`config.mk`:
```
export PLATFORM = sky130hd
export DESIGN_NAME = ex_muldiv_seq
export DESIGN_NICKNAME = d
export VERILOG_FILES = /design/src/rtl/pipe_defs.sv /design/src/rtl/md_step.sv /design/src/rtl/ex_muldiv_seq.sv
export SDC_FILE = /design/constraint.sdc
export NUM_CORES = 1
export LEC_CHECK = 0
export ABC_AREA = 1
export BUFFER_PORTS_ARGS = -buffer_cell sky130_fd_sc_hd__clkbuf_2
export CORE_MARGIN = 3
export CORE_UTILIZATION = 45
export CTS_BUF_LIST = sky130_fd_sc_hd__clkbuf_16
export CTS_CLUSTER_SIZE = 12
export DETAILED_ROUTE_END_ITERATION = 8
export SYNTH_ARGS = -nofsm -noshare
export SYNTH_HDL_FRONTEND = slang
export SYNTH_SLANG_ARGS = --single-unit
```
`constraint.sdc`:
```
create_clock -name clk -period 4.8 [get_ports clk]
set_clock_uncertainty 0.05 [all_clocks]
set_input_delay 0.24 -clock clk [delete_from_list [all_inputs] [get_ports clk]]
set_output_delay 0.24 -clock clk [all_outputs]
set_load 0.03 [all_outputs]
```
`src/rtl/pipe_defs.sv`:
```
// Shared pipeline definitions: the MUL/DIV op codes (these must track the stage_id decode
// table) and the multiply/divide sequencer state encodings.
package pipe_defs;

   localparam logic [3:0] OP_MUL = 4'b1000;
   localparam logic [3:0] OP_DIV = 4'b1100;

   typedef enum logic [1:0] {
      MD_IDLE = 2'd0,
      MD_BUSY = 2'd1,
      MD_DONE = 2'd2
   } md_state_t;

   typedef enum logic {
      MD_KIND_MUL = 1'b0,
      MD_KIND_DIV = 1'b1
   } md_kind_t;

   function automatic logic is_md_op(input logic [3:0] op);
      return (op == OP_MUL) || (op == OP_DIV);
   endfunction

endpackage

```
`src/rtl/md_step.sv`:
```
// One combinational iteration of the shared datapath: a shift-add step for MUL,
// or a restoring shift-subtract step for DIV.
module md_step
   import pipe_defs::*;
#(
   parameter int WIDTH = 32
) (
   input  md_kind_t         kind,
   input  logic [WIDTH:0]   part,
   input  logic             op_bit,
   input  logic [WIDTH-1:0] operand,
   output logic [WIDTH:0]   part_nxt,
   output logic             q_bit
);

   logic [WIDTH:0]   shifted;
   logic [WIDTH:0]   diff;
   logic [WIDTH-1:0] sum;
   logic             unused_part_msb;

   // The kept remainder is always below the divisor, so its top bit never carries information.
   assign unused_part_msb = part[WIDTH];

   always_comb begin
      shifted  = {part[WIDTH-1:0], op_bit};
      diff     = shifted - {1'b0, operand};
      sum      = part[WIDTH-1:0] + (op_bit ? operand : '0);
      part_nxt = part;
      q_bit    = 1'b0;
      if (kind == MD_KIND_MUL) begin
         part_nxt = {1'b0, sum};
      end else if (!diff[WIDTH]) begin
         part_nxt = diff;
         q_bit    = 1'b1;
      end else begin
         part_nxt = shifted;
      end
   end

endmodule

```
`src/rtl/ex_muldiv_seq.sv`:
```
// EX-stage iterative multiply/divide sequencer: it stalls the front end for WIDTH iterations,
// then presents the result and destination register for a single cycle.
//
//   state   | meaning
//   --------+-----------------------------------------------------------
//   MD_IDLE | no operation in flight; waiting for a MUL/DIV start
//   MD_BUSY | iterating, counter 0..WIDTH-1, stall held
//   MD_DONE | ans_md/rw_md valid for one cycle; may accept the next op
module ex_muldiv_seq
   import pipe_defs::*;
#(
   parameter int WIDTH = 32
) (
   input  logic             clk,
   input  logic             clrn,
   input  logic             start,
   input  logic [3:0]       op_ex,
   input  logic [WIDTH-1:0] a_ex,
   input  logic [WIDTH-1:0] b_ex,
   input  logic [4:0]       rw_in,
   input  logic             flush,
   output logic             stall,
   output logic             done,
   output logic [WIDTH-1:0] ans_md,
   output logic [4:0]       rw_md
);

   localparam int CW = (WIDTH > 1) ? $clog2(WIDTH) : 1;
   localparam logic [CW-1:0] LAST = CW'(WIDTH - 1);

   md_state_t        state, state_nxt;
   md_kind_t         kind;
   logic [CW-1:0]    cnt;
   logic [WIDTH-1:0] opa;
   logic [WIDTH-1:0] opb;
   logic [WIDTH:0]   part;
   logic [WIDTH-1:0] quo;
   logic [4:0]       rw_lat;

   logic             accept;
   logic             last;
   logic             op_bit;
   logic [WIDTH-1:0] operand;
   logic [WIDTH:0]   part_nxt;
   logic             q_bit;

   always_ff @(posedge clk or negedge clrn) begin
      if (!clrn) state <= MD_IDLE;
      else       state <= state_nxt;
   end

   always_comb begin
      accept    = 1'b0;
      last      = 1'b0;
      stall     = 1'b0;
      done      = 1'b0;
      state_nxt = state;
      case (state)
         MD_IDLE: begin
            accept = start && is_md_op(op_ex) && !flush;
            if (accept) state_nxt = MD_BUSY;
         end
         MD_BUSY: begin
            last = (cnt == LAST);
            if (last) state_nxt = MD_DONE;
         end
         MD_DONE: begin
            done   = 1'b1;
            accept = start && is_md_op(op_ex) && !flush;
            state_nxt = accept ? MD_BUSY : MD_IDLE;
         end
         default: state_nxt = MD_IDLE;
      endcase
      // A squash wins over everything, including the stall that would hold the squashed op.
      if (flush) begin
         state_nxt = MD_IDLE;
         last      = 1'b0;
      end else begin
         stall = accept || (state == MD_BUSY);
      end
   end

   // MUL walks the multiplier LSB-first against a left-shifting multiplicand;
   // DIV walks the dividend MSB-first against a fixed divisor.
   assign op_bit  = (kind == MD_KIND_MUL) ? opb[0] : opa[WIDTH-1];
   assign operand = (kind == MD_KIND_MUL) ? opa : opb;

   md_step #(.WIDTH(WIDTH)) u_step (
      .kind     (kind),
      .part     (part),
      .op_bit   (op_bit),
      .operand  (operand),
      .part_nxt (part_nxt),
      .q_bit    (q_bit)
   );

   always_ff @(posedge clk or negedge clrn) begin
      if (!clrn) begin
         kind   <= MD_KIND_MUL;
         cnt    <= '0;
         opa    <= '0;
         opb    <= '0;
         part   <= '0;
         quo    <= '0;
         rw_lat <= '0;
         ans_md <= '0;
         rw_md  <= '0;
      end else if (accept) begin
         kind   <= (op_ex == OP_DIV) ? MD_KIND_DIV : MD_KIND_MUL;
         cnt    <= '0;
         opa    <= a_ex;
         opb    <= b_ex;
         part   <= '0;
         quo    <= '0;
         rw_lat <= rw_in;
      end else if (state == MD_BUSY && !flush) begin
         cnt  <= cnt + 1'b1;
         part <= part_nxt;
         quo  <= {quo[WIDTH-2:0], q_bit};
         opa  <= {opa[WIDTH-2:0], 1'b0};
         if (kind == MD_KIND_MUL) opb <= {1'b0, opb[WIDTH-1:1]};
         if (last) begin
            ans_md <= (kind == MD_KIND_MUL) ? part_nxt[WIDTH-1:0] : {quo[WIDTH-2:0], q_bit};
            rw_md  <= rw_lat;
         end
      end
   end

endmodule

```
==> results of run 1 <==
[state kept, by name, indices dropped and copies added (netlist names)]
name and cells:
state 2, cnt 5, rw_md 5, part 32, opa 32, rw_lat 5, opb 32, quo 31
ans_md 32, kind 1
[report_power, final]
group | leakage, nW | total [mW] | switching, mW | internal (mW)
registers | 2.33 | 2.18 | 0.329 | 1.85
logic | 5.53 | 5.61 | 3.82 | 1.80
clock network | 0.274 | 1.38 | 0.617 | 0.762
total | 8.13 | 9.17 | 4.76 | 4.41
[worst max-delay path: stages, from the launching register on]
cell and delay [ns]:
dfrtp_4 0.61, buf_4 0.28, o21ai_0 0.70, inv_1 0.14, fa_1 0.46, inv_1 0.09, nand3_1 0.08, nand2_2 0.13
nand2_2 0.06, nand2_2 0.09, nand2_2 0.08, nand2_4 0.07, nand2_4 0.07, nand2_4 0.08, nand2_4 0.13, nand2_2 0.40
nand2_1 0.11, nand2_1 0.09, nand2_1 0.05, nand3_1 0.09, nand2_1 0.07
[area by class of cell]
class                   instances  area, um2
inverters                     245      919.6
flip-flops and latches        177       4433
well taps                     384      480.5
fillers                      2973      13800
repair buffers                166       1060
multi-input cells            1490       7597
clock buffers                  17      425.4
clock inverters                14      138.9
[logic make-up after synthesis]
group | synth area share
simple gates | 0.3424
compound gates | 0.1522
buf+inv | 0.09449
flops | 0.3342
fa+ha+maj | 0.06626
xor+xnor | 0.01057
[metrics by stage]
| step | util | total power [mW] |
|---|---|---|
| 4_1_cts | 0.5217 | 9.096 |
| 5_1_grt | 0.5217 | 9.932 |
| 2_1_floorplan | - | 6.132 |
| 3_5_place_dp | 0.4889 | 7.654 |
| 6_report | 0.5217 | 9.171 |
| 3_3_place_gp | 0.4889 | 7.639 |
[worst max path at each step]
| stage | slack [ns] | endpoint | start |
|---|---|---|---|
| final | 0.75 | part[4]$_DFFE_PN0P_ | kind$_DFFE_PN0P_ |
| after global placement | 0.91 | part[20]$_DFFE_PN0P_ | kind$_DFFE_PN0P_ |
| after floorplan | 1.56 | part[12]$_DFFE_PN0P_ | kind$_DFFE_PN0P_ |
| after global routing | 0.49 | part[3]$_DFFE_PN0P_ | kind$_DFFE_PN0P_ |
| after detailed placement | 0.78 | part[24]$_DFFE_PN0P_ | kind$_DFFE_PN0P_ |
| after CTS | 0.78 | part[24]$_DFFE_PN0P_ | kind$_DFFE_PN0P_ |
[routing by layer]
metal	wire length, um	vias up	GRT usage
li1	-	6674	-
met5	0	-	0
met1	20920	6045	0.4063
met3	2513	42	0.03808
met2	18860	400	0.4182
met4	918	0	0.07363
[placed cells by master, fill, tap and decap left out, types with 5 or more instances in the layout]
cell and instances:
nand2_1 717, inv_1 237, dfrtp_1 176, nand3_1 141, nor2_1 120, clkbuf_2 114
o21ai_0 82, a21oi_1 75, ha_1 67, dlygate4sd3_1 38, o211ai_1 33, a22oi_1 31
o22ai_1 30, a2bb2oi_1 25, o21ai_1 21, nand3b_1 21, nand2_2 19, clkbuf_16 17
or2_2 16, nand4_1 14, buf_4 13, xnor2_1 12, nor3_1 10, o21bai_1 8
inv_2 6, clkinv_1 6, a21oi_2 5, nand2_4 5
[repair_timing]
action                     4_1_cts  5_1_grt
hold endpoints to repair       130        0
setup endpoints to repair        0        0
hold buffers                    38        0
resized for setup                0        0
==> metrics.yaml, run 1 <==
status: "finished, final reports clean"
synth_flop_cell: "dfrtp_1"
clk_latency_ns: 0.44
criticalPathCategory: "flip-flop to flip-flop"
chipHeight_um: 177.6
drt_iter0_drc: 1265
required_ns: 5.07
grt_pass1_wl_um: 67280
worstSetupEndpointType: "flip-flop"
async_flop_share: 1.000
synth_most_common_cell: "nand2_1"
vias_per_cell: 5.279
io-pin-count: 116
min_period_ns: 4.047
ir_worst_vdd_mv: 0.3254
drive_gt1_frac: 0.1038
coreArea_um2: 28860
route.detailed.drc: 0
nets: 2243
place_congestion: 0.9655
reg2reg_depth: 20
synth_edf_count: 0
relSlewSlack: 0.2422
min_to: "opb[0]$_DFFE_PN0P_"
hp-class: "input pin to flip-flop"
cp_data_arrival_time_ns: 4.32
r2r_end: "part[4]$_DFFE_PN0P_"
hold-worst-slack_ns: 0.01890
area_delta_synth_final_pct: 13.57
cts_tree: "done"
cellLeakagePower_nw: 8.132
synthesis.nets: 2133
grt_overflow_total: 0
cts-root-buf: "clkbuf_16"
final_design_area_no_fill_um2: 15050
slew_viol_final: 0
syn_avg_cell_area_um2: 6.671
ys_seq_area_frac: 0.3342
dr.pass1.iters: 7
grt_pass1_vias: 12230
die_w_um: 177.6
dp_cells: 2424
post_dp_cell_area_um2: 14110
track_usage: 0.2739
portBuffers: 115
syn_area_um2: 13260
diodes: 0
ys_ff_latch: 177
cts_buffers: 17
min_period_over_period: 0.8432
setup-violations-final: 0
ff2ff_setup_slack_ns: 0.75
fmax_mhz: 247.1
fin_ws_ns: 0.7527
path_clk_slew_ns: 0.07
synth_top_cell_by_area: "dfrtp_1"
ctsLongestPathBuffers: 2
hold_viol: 0
wl_um: 43210
fin_cells: 2493
whs_path_depth: 3
route.vias.total: 13160
ys_types: 48
wire_per_inst_um: 17.33
num_rows: 62
synth_top_area_share: 0.3342
cts_max_level: 4
ys_top_cells_by_area: "dfrtp_1 (33%), nand2_1 (20%), inv_1 (6.7%)"
antenna_left: 0
rsz0062_at_grt: "no"
min-delay-start: "b_ex[0]"
tightest_slew_ns: 1.125
start_util: 0.4593
post-place-ws_ns: 0.7774
cts.sinks: 177
timing.setup.tns_ns: 0
yosysWarningCount: 0
worstPathMaxFanout: 37
synth_common_cells: "nand2_1 (718), inv_1 (237), dfrtp_1 (177)"
antenna_found_initial: 0
timing.rr.start: "kind$_DFFE_PN0P_"
grt_max_degree: 96
worst_setup_path_start_kind: "flip-flop"
cts_setup_buffers: 0
hpwl_um: 33640
p_per_area_nw_per_um2: 609.2
die_area_um2: 31550
max_cap_viol_count: 0
synthCells: 1987
No activity file was read; power rests on OpenSTA's default activity.
==> run 2: changes to the inputs <==
- ABC_AREA: 1 -> 0
- PLACE_DENSITY: not set -> 0.66
- clock period: 4.8 -> 3.5 ns (I/O delays scaled with it)
==> run 2 against run 1 <==
The flow now finishes with violations (setup timing); count of clock-buffer cells in the layout unchanged; worst setup slack worse by 1.1 ns; via count down 11%; power rose by 61%; critical path type unchanged; critical endpoint is now part[31]$_DFFE_PN0P_; largest cell class unchanged.
==> metrics.yaml, run 2 <==
cts_tree: "done"
synth_flop_cell: "dfrtp_1"
place_congestion: 0.9713  # +0.60%
ys_top_cells_by_area: "dfrtp_1 (38%), nand2_1 (10%), ha_1 (7.3%)"
wire_per_inst_um: 18.35  # +5.9%
io-pin-count: 116  # unchanged
cellLeakagePower_nw: 7.845  # -3.5%
synth_top_cell_by_area: "dfrtp_1"
route.detailed.drc: 0  # unchanged
fmax_mhz: 261.4  # +5.8%
required_ns: 3.78  # -1.29 ns
dr.pass1.iters: 7  # unchanged
nets: 1888  # -16%
highest_layer: "met4"
post_dp_cell_area_um2: 13930  # -1.3%
worst_setup_path_start_kind: "flip-flop"
die_w_um: 166.1  # -6.5%
grt_pass1_wl_um: 60350  # -10%
slowest_stage: "dfrtp_4"
syn_avg_cell_area_um2: 8.340  # +25%
cp_data_arrival_time_ns: 4.10  # -0.22 ns
cts-root-buf: "clkbuf_16"
grt_pass1_vias: 11730  # -4.1%
worstSetupEndpointType: "flip-flop"
yosysWarningCount: 0  # unchanged
ys_seq_area_frac: 0.3840  # +0.04988
cpMostUsedCell: "buf_12"
wl_met2_um: 19120  # +1.4%
hpwl_um: 27080  # -20%
die_area_um2: 27590  # -13%
path_cells: "buf_12 > mux2i_2 > ha_1 > and3_1 > o21a_1 > nor3_4 > o31ai_4 > a2111o_1 > a41oi_2 > xnor2_4 > buf_12 > mux2_2 > a22oi_2 > o21ai_1"
final_design_area_no_fill_um2: 16110  # +7.0%
setup-violations-final: 42  # +42
p_per_area_nw_per_um2: 914.6  # +50%
cp_slowest_stage_delay_ns: 0.53  # -0.17 ns
path_clk_slew_ns: 0.08  # about the same
cts_max_level: 4  # unchanged
hold_viol: 0  # unchanged
diodes: 0  # unchanged
vias_per_cell: 5.663  # +7.3%
final_common_cell: "nand2_1"
criticalPathCategory: "flip-flop to flip-flop"
tightest_slew_ns: 1.053  # -0.07139 ns
reg2reg_depth: 14  # -30%
drive_gt1_frac: 0.2860  # +0.1822
synth_top_area_share: 0.3840  # +0.04988
area_delta_synth_final_pct: 39.66
grt_overflow_total: 0  # unchanged
fin_ws_ns: -0.3258  # -1.078 ns
synthCells: 1383  # -30%
num_rows: 57  # -8.1%
portBuffers: 115  # unchanged
min_period_ns: 3.826  # -0.2215 ns
synthesis.nets: 1529  # -28%
relSlewSlack: 0.2977  # +0.05552
grt_max_degree: 76  # -21%
synth_common_cells: "nand2_1 (316), dfrtp_1 (177), nor2_1 (124)"
slew_viol_final: 0  # unchanged
antenna_left: 0  # unchanged
track_usage: 0.2660  # -0.007923
dp_cells: 1950  # -20%
hp-class: "input pin to asynchronous set/reset pin"
synth_most_common_cell: "nand2_1"
post-place-ws_ns: -0.3690  # -1.146 ns
timing.rr.start: "kind$_DFFE_PN0P_"
chipHeight_um: 166.1  # -6.5%
cts_buffers: 17  # unchanged
ctsLongestPathBuffers: 2  # unchanged
drt_iter0_drc: 919  # -27%
start_util: 0.4660  # +0.006719
min_period_over_period: 1.093  # +0.2499
coreArea_um2: 24750  # -14%
finish.utilization: 0.6509  # +0.1292
r2r_end: "part[31]$_DFFE_PN0P_"
violations: "setup timing"
syn_area_um2: 11530  # -13%
layout.cells.most_common_list: "nand2_1 (311), buf_4 (211), dfrtp_1 (176), nor2_1 (114), clkbuf_2 (114)"
ys_types: 63  # +31%
worstPathMaxFanout: 9  # -76%
max_cap_viol_count: 0  # unchanged
ff2ff_setup_slack_ns: -0.33  # -1.08 ns
status: "finished with violations"
async_flop_share: 1.000  # unchanged
ys_ff_latch: 177  # unchanged
wl_met1_um: 15980  # -24%
wl_met3_um: 1928  # -23%
rsz0062_at_grt: "yes"
wl_um: 38150  # -12%
ir_worst_vdd_mv: 0.5175  # +59%
antenna_found_initial: 0  # unchanged
clk_latency_ns: 0.45  # about the same
fin_cells: 2079  # -17%
cts.sinks: 177  # unchanged
synth_edf_count: 0  # unchanged
route.vias.total: 11770  # -11%
n_fill_cell: 2086  # -30%
==> run 2: area by class of cell <==
class	instances	area (um2)	share of cell area
inverter	19	71.32	0.004428
sequential	177	4433	0.2752
timing repair buffer	417	3206	0.1990
clock inverter	15	145.1	0.009010
multi-input combinational	1110	7422	0.4608
tap	324	405.4	0.02517
clock buffer	17	425.4	0.02641
==> run 2: how the worst max path moves through the flow <==
stage | endpoint | start | cells after the start
floorplan | part[20]$_DFFE_PN0P_ | kind$_DFFE_PN0P_ | 17
global placement | ans_md[31]$_DFFE_PN0P_ | kind$_DFFE_PN0P_ | 18
detailed placement | part[7]$_DFFE_PN0P_ | kind$_DFFE_PN0P_ | 14
CTS | part[2]$_DFFE_PN0P_ | kind$_DFFE_PN0P_ | 15
global route | part[28]$_DFFE_PN0P_ | kind$_DFFE_PN0P_ | 15
finish | part[31]$_DFFE_PN0P_ | kind$_DFFE_PN0P_ | 14
==> run 2: repair_timing <==
action                                  in CTS  in global routing
resized for setup                           45                102
setup buffers                                8                 16
hold endpoints to repair                   143                  0
pin swaps                                   15                 29
endpoints found under the setup margin      45                 50
gates cloned                                 0                  1
hold buffers                                72                  0
==> run 2: stage by stage <==
| step | hold slack, ns | TNS, ns | power [mW] |
|---|---|---|---|
| floorplan | -0.1706 | -6.691 | 7.902 |
| global placement | 0.1823 | -6.180 | 11.24 |
| detailed placement | 0.1867 | -10.48 | 11.32 |
| CTS | 0.2806 | -4.302 | 13.69 |
| global route | 0.3140 | -14.51 | 15.63 |
| finish | 0.2321 | -7.898 | 14.73 |
==> run 2: logic make-up after synthesis <==
family / synth area share
buffers and inverters: 0.03363
flip-flops: 0.3840
XOR/XNOR: 0.04318
adder cells (fa/ha/maj): 0.07616
AO/OA/AOI/OAI: 0.2118
AND/OR/NAND/NOR: 0.1907
multiplexers: 0.06053
==> run 2: worst max-delay path: cells and delay by family, from the launching register on <==
| kind | cells | cell delay, ns |
|---|---|---|
| XOR/XNOR | 1 | 0.16 |
| multiplexers | 2 | 0.55 |
| adder cells (fa/ha/maj) | 1 | 0.27 |
| AO/OA/AOI/OAI | 6 | 1.33 |
| flip-flops | 1 | 0.53 |
| AND/OR/NAND/NOR | 2 | 0.49 |
| buffers and inverters | 2 | 0.34 |
==> run 2: layer usage <==
layer	global-route usage	vias up
met1	0.3450	5709
met4	0.1005	0
li1	-	5609
met3	0.02880	83
met5	0	-
met2	0.4598	373
==> run 2: report_power, final <==
| group | switching, mW | internal, mW | total [mW] |
|---|---|---|---|
| clock network | 0.947 | 1.00 | 1.95 |
| registers | 0.557 | 2.47 | 3.03 |
| logic | 4.88 | 4.87 | 9.75 |
| total | 6.39 | 8.35 | 14.7 |
